`config.mk`:
```
export PLATFORM = sky130hd
export DESIGN_NAME = rv32i_decoder
export DESIGN_NICKNAME = d
export VERILOG_FILES = /design/src/rtl/rv32i_pkg.sv /design/src/rtl/rv32i_imm_gen.sv /design/src/rtl/rv32i_decoder.sv
export SDC_FILE = /design/constraint.sdc
export NUM_CORES = 1
export LEC_CHECK = 0
export BUFFER_PORTS_ARGS = -buffer_cell sky130_fd_sc_hd__buf_4
export CAP_MARGIN = 20
export CORE_ASPECT_RATIO = 0.75
export CORE_MARGIN = 3
export CORE_UTILIZATION = 49
export CTS_BUF_LIST = sky130_fd_sc_hd__clkbuf_8 sky130_fd_sc_hd__clkbuf_16
export DETAILED_ROUTE_END_ITERATION = 10
export PLACE_DENSITY = 0.85
export SLEW_MARGIN = 5
export SYNTH_ARGS = -nofsm -noshare
export SYNTH_HDL_FRONTEND = slang
export SYNTH_HIERARCHICAL = 1
export SYNTH_SLANG_ARGS = --single-unit
```
`constraint.sdc`:
```
create_clock -name clk -period 1.9 [get_ports clk]
set_input_delay 0.38 -clock clk [delete_from_list [all_inputs] [get_ports clk]]
set_output_delay 0.38 -clock clk [all_outputs]
set_load 0.05 [all_outputs]
```
`src/rtl/rv32i_pkg.sv`:
```
// Shared definitions for the RV32I decoder: base opcodes and the
// immediate-format selector used between the decoder and immediate generator.
package rv32i_pkg;

   localparam int XLEN = 32;

   localparam logic [6:0] OPC_LOAD     = 7'b0000011;
   localparam logic [6:0] OPC_MISC_MEM = 7'b0001111;
   localparam logic [6:0] OPC_OP_IMM   = 7'b0010011;
   localparam logic [6:0] OPC_AUIPC    = 7'b0010111;
   localparam logic [6:0] OPC_STORE    = 7'b0100011;
   localparam logic [6:0] OPC_OP       = 7'b0110011;
   localparam logic [6:0] OPC_LUI      = 7'b0110111;
   localparam logic [6:0] OPC_BRANCH   = 7'b1100011;
   localparam logic [6:0] OPC_JALR     = 7'b1100111;
   localparam logic [6:0] OPC_JAL      = 7'b1101111;
   localparam logic [6:0] OPC_SYSTEM   = 7'b1110011;

   // FMT_R doubles as "no immediate": the generator returns zero for it.
   typedef enum logic [2:0] {
      FMT_R = 3'd0,
      FMT_I = 3'd1,
      FMT_S = 3'd2,
      FMT_B = 3'd3,
      FMT_U = 3'd4,
      FMT_J = 3'd5
   } imm_fmt_e;

endpackage

```
`src/rtl/rv32i_imm_gen.sv`:
```
// Combinational immediate generator: assembles and sign-extends the
// immediate for the given instruction format. Only instr[31:7] carries
// immediate bits, so the opcode field is not an input.
module rv32i_imm_gen
   import rv32i_pkg::*;
(
   input  logic [31:7]     instr_i,
   input  imm_fmt_e        fmt_i,
   output logic [XLEN-1:0] imm_o
);

   // Select and sign-extend the immediate according to the format.
   always_comb begin
      imm_o = '0;
      unique case (fmt_i)
         FMT_I: imm_o = {{20{instr_i[31]}}, instr_i[31:20]};
         FMT_S: imm_o = {{20{instr_i[31]}}, instr_i[31:25], instr_i[11:7]};
         FMT_B: imm_o = {{19{instr_i[31]}}, instr_i[31], instr_i[7],
                         instr_i[30:25], instr_i[11:8], 1'b0};
         FMT_U: imm_o = {instr_i[31:12], 12'b0};
         FMT_J: imm_o = {{11{instr_i[31]}}, instr_i[31], instr_i[19:12],
                         instr_i[20], instr_i[30:21], 1'b0};
         default: imm_o = '0;
      endcase
   end

endmodule

```
`src/rtl/rv32i_decoder.sv`:
```
// Registered RV32I instruction decoder (one-cycle latency).
// Fields are raw bit slices; o_imm is format-dependent; o_valid flags a legal
// RV32I encoding. Define RV32I_DECODER_STRICT_EN to fold funct-field checks
// into o_valid; without it, legality depends only on opcode, instr[1:0] and
// the word being nonzero.
// Stage control: clk_en is a plain stage enable (no handshake). When low, all
// outputs hold; rst wins over clk_en and clears everything including o_valid.
module rv32i_decoder
   import rv32i_pkg::*;
#(
   parameter int XLEN_P = 32
)(
   input  logic              clk,
   input  logic              rst,
   input  logic              clk_en,
   input  logic [XLEN_P-1:0] i_instruction,
   output logic [6:0]        o_opcode,
   output logic [6:0]        o_funct7,
   output logic [2:0]        o_funct3,
   output logic [4:0]        o_rs1,
   output logic [4:0]        o_rs2,
   output logic [4:0]        o_rd,
   output logic [XLEN_P-1:0] o_imm,
   output logic              o_valid
);

   logic [6:0] opcode;
   logic [6:0] funct7;
   logic [2:0] funct3;
   imm_fmt_e   fmt;
   logic       opc_known;
   logic       funct_ok;
   logic [XLEN-1:0] imm;

   logic [6:0]      opcode_q, opcode_d;
   logic [6:0]      funct7_q, funct7_d;
   logic [2:0]      funct3_q, funct3_d;
   logic [4:0]      rs1_q,    rs1_d;
   logic [4:0]      rs2_q,    rs2_d;
   logic [4:0]      rd_q,     rd_d;
   logic [XLEN-1:0] imm_q,    imm_d;
   logic            valid_q,  valid_d;

   assign opcode = i_instruction[6:0];
   assign funct7 = i_instruction[31:25];
   assign funct3 = i_instruction[14:12];

   // Map the opcode to its immediate format and note whether it is a base opcode.
   always_comb begin
      fmt       = FMT_R;
      opc_known = 1'b1;
      case (opcode)
         OPC_LOAD, OPC_OP_IMM, OPC_JALR,
         OPC_SYSTEM, OPC_MISC_MEM: fmt = FMT_I;
         OPC_STORE:                fmt = FMT_S;
         OPC_BRANCH:               fmt = FMT_B;
         OPC_LUI, OPC_AUIPC:       fmt = FMT_U;
         OPC_JAL:                  fmt = FMT_J;
         OPC_OP:                   fmt = FMT_R;
         default: begin
            fmt       = FMT_R;
            opc_known = 1'b0;
         end
      endcase
   end

`ifdef RV32I_DECODER_STRICT_EN
   // Reject funct encodings that are reserved within an otherwise known opcode.
   always_comb begin
      funct_ok = 1'b1;
      case (opcode)
         OPC_JALR:   funct_ok = (funct3 == 3'b000);
         OPC_BRANCH: funct_ok = (funct3 != 3'b010) && (funct3 != 3'b011);
         OPC_LOAD:   funct_ok = (funct3 == 3'b000) || (funct3 == 3'b001) ||
                                (funct3 == 3'b010) || (funct3 == 3'b100) ||
                                (funct3 == 3'b101);
         OPC_STORE:  funct_ok = (funct3 == 3'b000) || (funct3 == 3'b001) ||
                                (funct3 == 3'b010);
         OPC_OP_IMM: begin
            if (funct3 == 3'b001)
               funct_ok = (funct7 == 7'b0000000);
            else if (funct3 == 3'b101)
               funct_ok = (funct7 == 7'b0000000) || (funct7 == 7'b0100000);
            else
               funct_ok = 1'b1;
         end
         OPC_OP:     funct_ok = (funct7 == 7'b0000000) ||
                                ((funct7 == 7'b0100000) &&
                                 ((funct3 == 3'b000) || (funct3 == 3'b101)));
         // Only ECALL and EBREAK exist in base RV32I SYSTEM space.
         OPC_SYSTEM: funct_ok = (i_instruction == 32'h0000_0073) ||
                                (i_instruction == 32'h0010_0073);
         default:    funct_ok = 1'b1;
      endcase
   end
`else
   assign funct_ok = 1'b1;
`endif

   rv32i_imm_gen u_imm_gen (
      .instr_i (i_instruction[31:7]),
      .fmt_i   (fmt),
      .imm_o   (imm)
   );

   // Next-state for the output registers: the decode of the current word.
   always_comb begin
      opcode_d = opcode;
      funct7_d = funct7;
      funct3_d = funct3;
      rs1_d    = i_instruction[19:15];
      rs2_d    = i_instruction[24:20];
      rd_d     = i_instruction[11:7];
      imm_d    = imm;
      // opc_known already implies instr[1:0]==11; checked explicitly for clarity.
      valid_d  = (i_instruction[1:0] == 2'b11) && opc_known &&
                 (i_instruction != '0) && funct_ok;
   end

   // Output registers: synchronous clear, update only on stage enable.
   always_ff @(posedge clk) begin
      if (rst) begin
         opcode_q <= '0;
         funct7_q <= '0;
         funct3_q <= '0;
         rs1_q    <= '0;
         rs2_q    <= '0;
         rd_q     <= '0;
         imm_q    <= '0;
         valid_q  <= 1'b0;
      end else if (clk_en) begin
         opcode_q <= opcode_d;
         funct7_q <= funct7_d;
         funct3_q <= funct3_d;
         rs1_q    <= rs1_d;
         rs2_q    <= rs2_d;
         rd_q     <= rd_d;
         imm_q    <= imm_d;
         valid_q  <= valid_d;
      end
   end

   assign o_opcode = opcode_q;
   assign o_funct7 = funct7_q;
   assign o_funct3 = funct3_q;
   assign o_rs1    = rs1_q;
   assign o_rs2    = rs2_q;
   assign o_rd     = rd_q;
   assign o_imm    = imm_q;
   assign o_valid  = valid_q;

endmodule

```
* Word-level counts from Yosys, hierarchy flattened *
Index checks and enable logic that the tools add are counted.

storage, ports and cells
  register bits = 65
  latch bits = 0
  bits in writable memories = 0
  bits in read-only memories = 0
  input port bits = 35
  memories = 0

operators by class
  $add $sub $neg = 0
  $mul = 0
  divide/modulo/power cells = 0
  magnitude comparators = 0
  eq/ne operators = 17
  shift-type cells = 0
  mux-type cells = 3
  bitwise operators = 0
  reduce and logical (&&, ||, !) cells = 6

operators by type and width
  operator                                             number
  case mux 32 bit (5 select lines)                     1
  nonzero test 32 bit                                  1
  equality test 7 bit, second input constant           4
  equality test 7 x 6 -> 1 bit, second input constant  3
  case mux 3 bit (5 select lines)                      1
  equality test 7 x 5 -> 1 bit, second input constant  2
  OR reduction 11 bit                                  1
  equality test 7 x 2 -> 1 bit, second input constant  1
  equality test 7 x 4 -> 1 bit, second input constant  1
  equality test 3 x 2 -> 1 bit, second input constant  2
  equality test 3 bit, second input constant           2
  OR reduction 5 bit                                   1
  equality test 3 x 1 -> 1 bit, second input constant  1
  equality test 2 bit, second input constant           1
  logical AND 1 bit                                    2
  OR reduction 2 bit                                   1
  2-to-1 mux 1 bit                                     1

* Longest topological paths before layout *
  word-level depth = 5
  depth in mapped cells = 11
  mapped depth without buffers = 9

* Hierarchy *
The synthesis kept the hierarchy.

modules (own cells, without submodules)
  module         times used  cells each  area each (µm²)  sequential area each (µm²)
  rv32i_decoder  1           229         2402.3           1301.2
  rv32i_imm_gen  1           66          390.4            0.0

* Least setup slack after synthesis *
No wires, ideal clock.

  path type = in2reg
  start point = input i_instruction[6]
  end point = register imm_q[10] (netlist: o_imm[10])
  setup time = 0.128 ns
  arrival = 1.645 ns
  data required time = 1.772 ns
  slack = 0.128 ns
  cell stages on the path = 8
  path buffers = 0
  cell sequence = nand2b_1 -> o22ai_1 -> and4_1 -> nor2b_4 -> or2_1 -> and2_1 -> mux2i_1 -> nor2_1

on the way
  cells in the longest elaborated chain, start to end = 5
  elaborated cells between the ends (all ways) = 19

ends and longest elaborated chain
  what                                                             line                  RTL
  start: declaration                                               rv32i_decoder.sv:16   input logic [XLEN_P-1:0] i_instruction,
  equality test 7 x 2 -> 1 bit, or another cell as far along       rv32i_decoder.sv:52   case (opcode)
  OR reduction 5 bit / OR reduction 2 bit (equally long branches)  -
  case mux 3 bit (5 select lines) (*)                              rv32i_decoder.sv:52
  net fmt[2]                                                       rv32i_decoder.sv:30   imm_fmt_e fmt;
  equality test 3 bit, or another cell as far along                rv32i_imm_gen.sv:15   unique case (fmt_i)
  case mux 32 bit (5 select lines) (*)                             rv32i_imm_gen.sv:15
  net imm[10]                                                      rv32i_decoder.sv:33   logic [XLEN-1:0] imm;
  end signal: assignment                                           rv32i_decoder.sv:138  imm_q <= imm_d;
  end: declaration                                                 rv32i_decoder.sv:41   logic [XLEN-1:0] imm_q, imm_d;

Mark *: on every way through the listed nets, which the timed path passes. The rest lies on a longest branch.
A chain may end at the register's enable or synchronous reset.

* Worst setup path in the final report *
  start point = input i_instruction[5]
  end point = register imm_q[28] (netlist: o_imm[28])

The elaborated chain is that of the path after synthesis.

==> results.md <==
| Metric | Value |
|---|---|
| Outcome | finished clean |
| Slowest cell on crit path | sky130_fd_sc_hd__o21ai_2 |
| 1st-pass router iterations | 5 |
| Setup-failing EPs final | 0 |
| Ratio of cells with drive above 1 in the final layout | 0.3350 |
| Kind of end point of the critical path | register |
| Count of fill cells added during filler insertion | 412 |
| Overall global routing resource usage | 0.2227 |
| Largest cells by area after synthesis | sky130_fd_sc_hd__dfxtp_1, sky130_fd_sc_hd__mux2i_1, sky130_fd_sc_hd__nor2_1, sky130_fd_sc_hd__nand2_1, sky130_fd_sc_hd__a21o_1 |
| Nature of the critical path startpoint | input port |
| Area leader, netlist | sky130_fd_sc_hd__dfxtp_1 |
| Average instance area after synthesis | 9.467 um^2 |
| Worst Setup Path Type | in -> reg |
| Number of max-cap violations | 0 |
| Number of nets with antenna violations after detailed routing | 0 |
| Critical path's largest stage delay | 0.33 ns |
| Warnings, synthesis | 6 |
| Synthesized net count | 330 |
| Leakage component of the power | 0.001961 uW |
| TritonCTS clock tree | built |
| Detailed-route wire length per cell | 15.04 um |
| Total die area | 6650 um^2 |
| Starting utilization of the core area | 0.5135 |
| Cell count after synthesis | 295 |
| Grt ovf | 0 |
| Layout overhead on the synthesized area | 38.53% |
| Worst Path Buf+Inv | 2 |
| Vias/cell | 5.131 |
| Synthesized flop and latch total | 65 |
| Placed cells | 465 |
| DRC | 0 |
| Worst path top cell family by delay | compound AO/OA/AOI/OAI gates |
| RePlAce Congestion | 0.7691 |
| Number of CTS-inserted buffers | 9 |
| Die boundary height | 71.38 um |
| Slew of the pin with the lowest slew margin | 0.4028 ns |
| Rows | 23 |
| Worst IR drop on VDD | 0.5214 mV |
| Count of hold buffers inserted by post-cts repair | 0 |
| Post-DP HPWL | 5.326 mm |
| Largest driver fanout on the critical path | 11 |
| Type of the tightest min-delay check | in -> reg |
| Clk_lat worst skew | 0.34 ns |
| Unrepaired setup endpoints after global routing | false |
| Max H-tree Level | 3 |
| Total number of nets in the final design | 436 |
| Ratio of total power to cell area | 823.8 nW/um^2 |
| # Post-CTS Setup Buffers | 0 |
| Buffer cell driving the clock tree root | sky130_fd_sc_hd__clkbuf_8 |
| Arrival time of the worst setup path | 1.96 ns |
| IO Pins | 100 |
| Drt total wl | 7.232 mm |
| Post-route setup TNS | 0 ns |
| Number of antenna repair diodes | 0 |
| Max-Slew Margin vs Limit | 0.7315 |
| Number of antenna violations at the first check in global routing | 0 |
| Wire length of the first global-routing pass | 11.38 mm |
| Number of I/O port buffers | 99 |
| Vias in the first global route | 2,353 |
| Starting DRT DRC Count | 117 |
| Vias | 2,468 |
| # clock sinks | 65 |
| X dimension of the die | 93.17 um |
| Max frequency | 575.5 MHz |
| Part of the Yosys area used for sequential elements | 0.4659 |
| Clock Skew | 0 ns |
| Final worst-path cycle share | 0.9145 |
| Top cell type's share of synthesized area | 0.4659 |
| Non-filler cells in the finished layout | 481 |
| Clock transition time at the flip-flop clock pins of the worst setup and hold paths | 0.07 ns |
| Floorplan Core Area | 5439 um^2 |
| Final max-slew violation count | 0 |
| Worst path required time | 2.12 ns |
| Count of final hold-check violations | 0 |
| Cell Area, Synth | 2793 um^2 |
| Minimum clock period | 1.738 ns |
| Maximum number of pins on one net before global-route repair | 38 |
| Worst-path cell chain | buf_4, nand2b_1, o21ai_0, a21oi_1, nor2_1, buf_4, nor2b_2, o21ai_2, o21ai_0, mux2i_1, nor2_1 |
| Maximum clock path buffer count | 2 |
| Count of unique library cells instantiated by Yosys | 32 |
## worst reg2reg max path, stage by stage, from the launching register on
cell	delay, ns
sky130_fd_sc_hd__dfxtp_1	0.33
sky130_fd_sc_hd__inv_1	0.04
sky130_fd_sc_hd__o32ai_1	0.25
## final timing paths
check	end	slack [ns]	startpoint	depth (start not counted)
max	o_imm[28]	0.16	i_instruction[5]	11
min	o_rs1[0]	0.29	i_instruction[15]	3
max reg2reg	o_valid	1.18	o_valid	2
min reg2reg	o_valid	0.49	o_valid	2
## Yosys cell counts
cell                       count
sky130_fd_sc_hd__nand2b_1      5
sky130_fd_sc_hd__a21o_1        8
sky130_fd_sc_hd__o21a_1        1
sky130_fd_sc_hd__inv_1         1
sky130_fd_sc_hd__nor3b_2       1
sky130_fd_sc_hd__or4b_1        1
sky130_fd_sc_hd__clkbuf_1      7
sky130_fd_sc_hd__nor2b_2       1
sky130_fd_sc_hd__or2_1         1
sky130_fd_sc_hd__o21ai_0      11
sky130_fd_sc_hd__and2_1        6
sky130_fd_sc_hd__o32ai_1       1
sky130_fd_sc_hd__dfxtp_1      65
sky130_fd_sc_hd__nor2b_1       3
sky130_fd_sc_hd__buf_6         1
sky130_fd_sc_hd__buf_2         4
sky130_fd_sc_hd__o22ai_1       1
sky130_fd_sc_hd__buf_4         7
sky130_fd_sc_hd__a21oi_1       4
sky130_fd_sc_hd__nor2_1       68
sky130_fd_sc_hd__nand2_1      18
sky130_fd_sc_hd__a311oi_1      1
sky130_fd_sc_hd__and4_1        1
sky130_fd_sc_hd__clkbuf_4      1
sky130_fd_sc_hd__a31o_2        1
sky130_fd_sc_hd__o21ai_1       3
sky130_fd_sc_hd__nor4_1        2
sky130_fd_sc_hd__mux2i_1      64
sky130_fd_sc_hd__a22o_1        3
sky130_fd_sc_hd__and2b_1       1
sky130_fd_sc_hd__o22a_1        1
sky130_fd_sc_hd__nor2b_4       2
## sequential cells by signal (all words and copies together), names as in the netlist
signal / cells
o_funct7: 7
o_funct3: 3
o_opcode: 7
o_rs1: 5
o_imm: 32
o_valid: 1
o_rs2: 5
o_rd: 5
## placed cells by master, fill, tap and decap left out, drive strengths merged, types with 2 or more instances in the layout
master  netlist  routed
nand2        18      18
mux2i        64      64
a21oi         4       4
nand2b        5       5
clkbuf        8      12
o21ai        14      14
buf          12     115
and2          6       6
dfxtp        65      65
a21o          8       8
inv           1       3
nor4          2       2
a22o          3       3
nor2b         6       6
nor2         68      68
## metrics by stage
step | instance area (um^2) | setup slack, ns | utilization | hold WS (ns) | power, uW
after global routing | 3869 | 0.01498 | 0.7113 | 0.2970 | 3315
after CTS | 3862 | 0.1670 | 0.7101 | 0.2741 | 3209
after global placement | 3651 | -0.3377 | 0.6713 | 0.4675 | 2002
final | 3869 | 0.1625 | 0.7113 | 0.2875 | 3187
after detailed placement | 3651 | -0.3851 | 0.6713 | 0.4836 | 2014
after floorplan | 2793 | 0.1276 | - | 0.5272 | 1815
## layout make-up
cell class / count / area, um^2 / share of cell area
Clock buffer: 12 / 165.2 / 0.04269
Clock inverter: 4 / 42.54 / 0.01100
Inverter: 1 / 3.754 / 0.0009702
Multi-Input combinational cell: 209 / 1386 / 0.3583
Sequential cell: 65 / 1301 / 0.3364
Tap cell: 75 / 93.84 / 0.02426
Timing Repair Buffer: 115 / 875.8 / 0.2264
## where the power goes
part	switching [uW]	leakage [uW]	internal, uW	total, uW
registers	26.8	0.000531	1410	1440
clock network	500	0.000115	702	1200
logic	342	0.00132	204	546
total	868	0.00196	2320	3190
## what timing repair did
item,4_1_cts,5_1_grt
resized for setup,1,1
cloned,0,0
pin swaps,0,0
hold endpoints to repair,0,0
endpoints found under the setup margin,2,1
## logic make-up (layout without fill, tap and decap cells)
| group | count (synthesis) | in the layout | synth area share |
|---|---|---|---|
| AO/OA/AOI/OAI | 35 | 35 | 0.08065 |
| buffers and inverters | 21 | 132 | 0.04346 |
| flip-flops | 65 | 65 | 0.4660 |
| multiplexers | 64 | 64 | 0.2294 |
| AND/OR/NAND/NOR | 110 | 110 | 0.1806 |
## layer usage
layer / global-route usage / up-vias / share of wire
met5: 0 / - / 0
met4: 0.07317 / 0 / 0.011
met3: 0.09339 / 8 / 0.094
met2: 0.3376 / 111 / 0.44
met1: 0.2895 / 1139 / 0.46
li1: - / 1210 / -
Note: power is estimated with default switching activity, not from simulation.
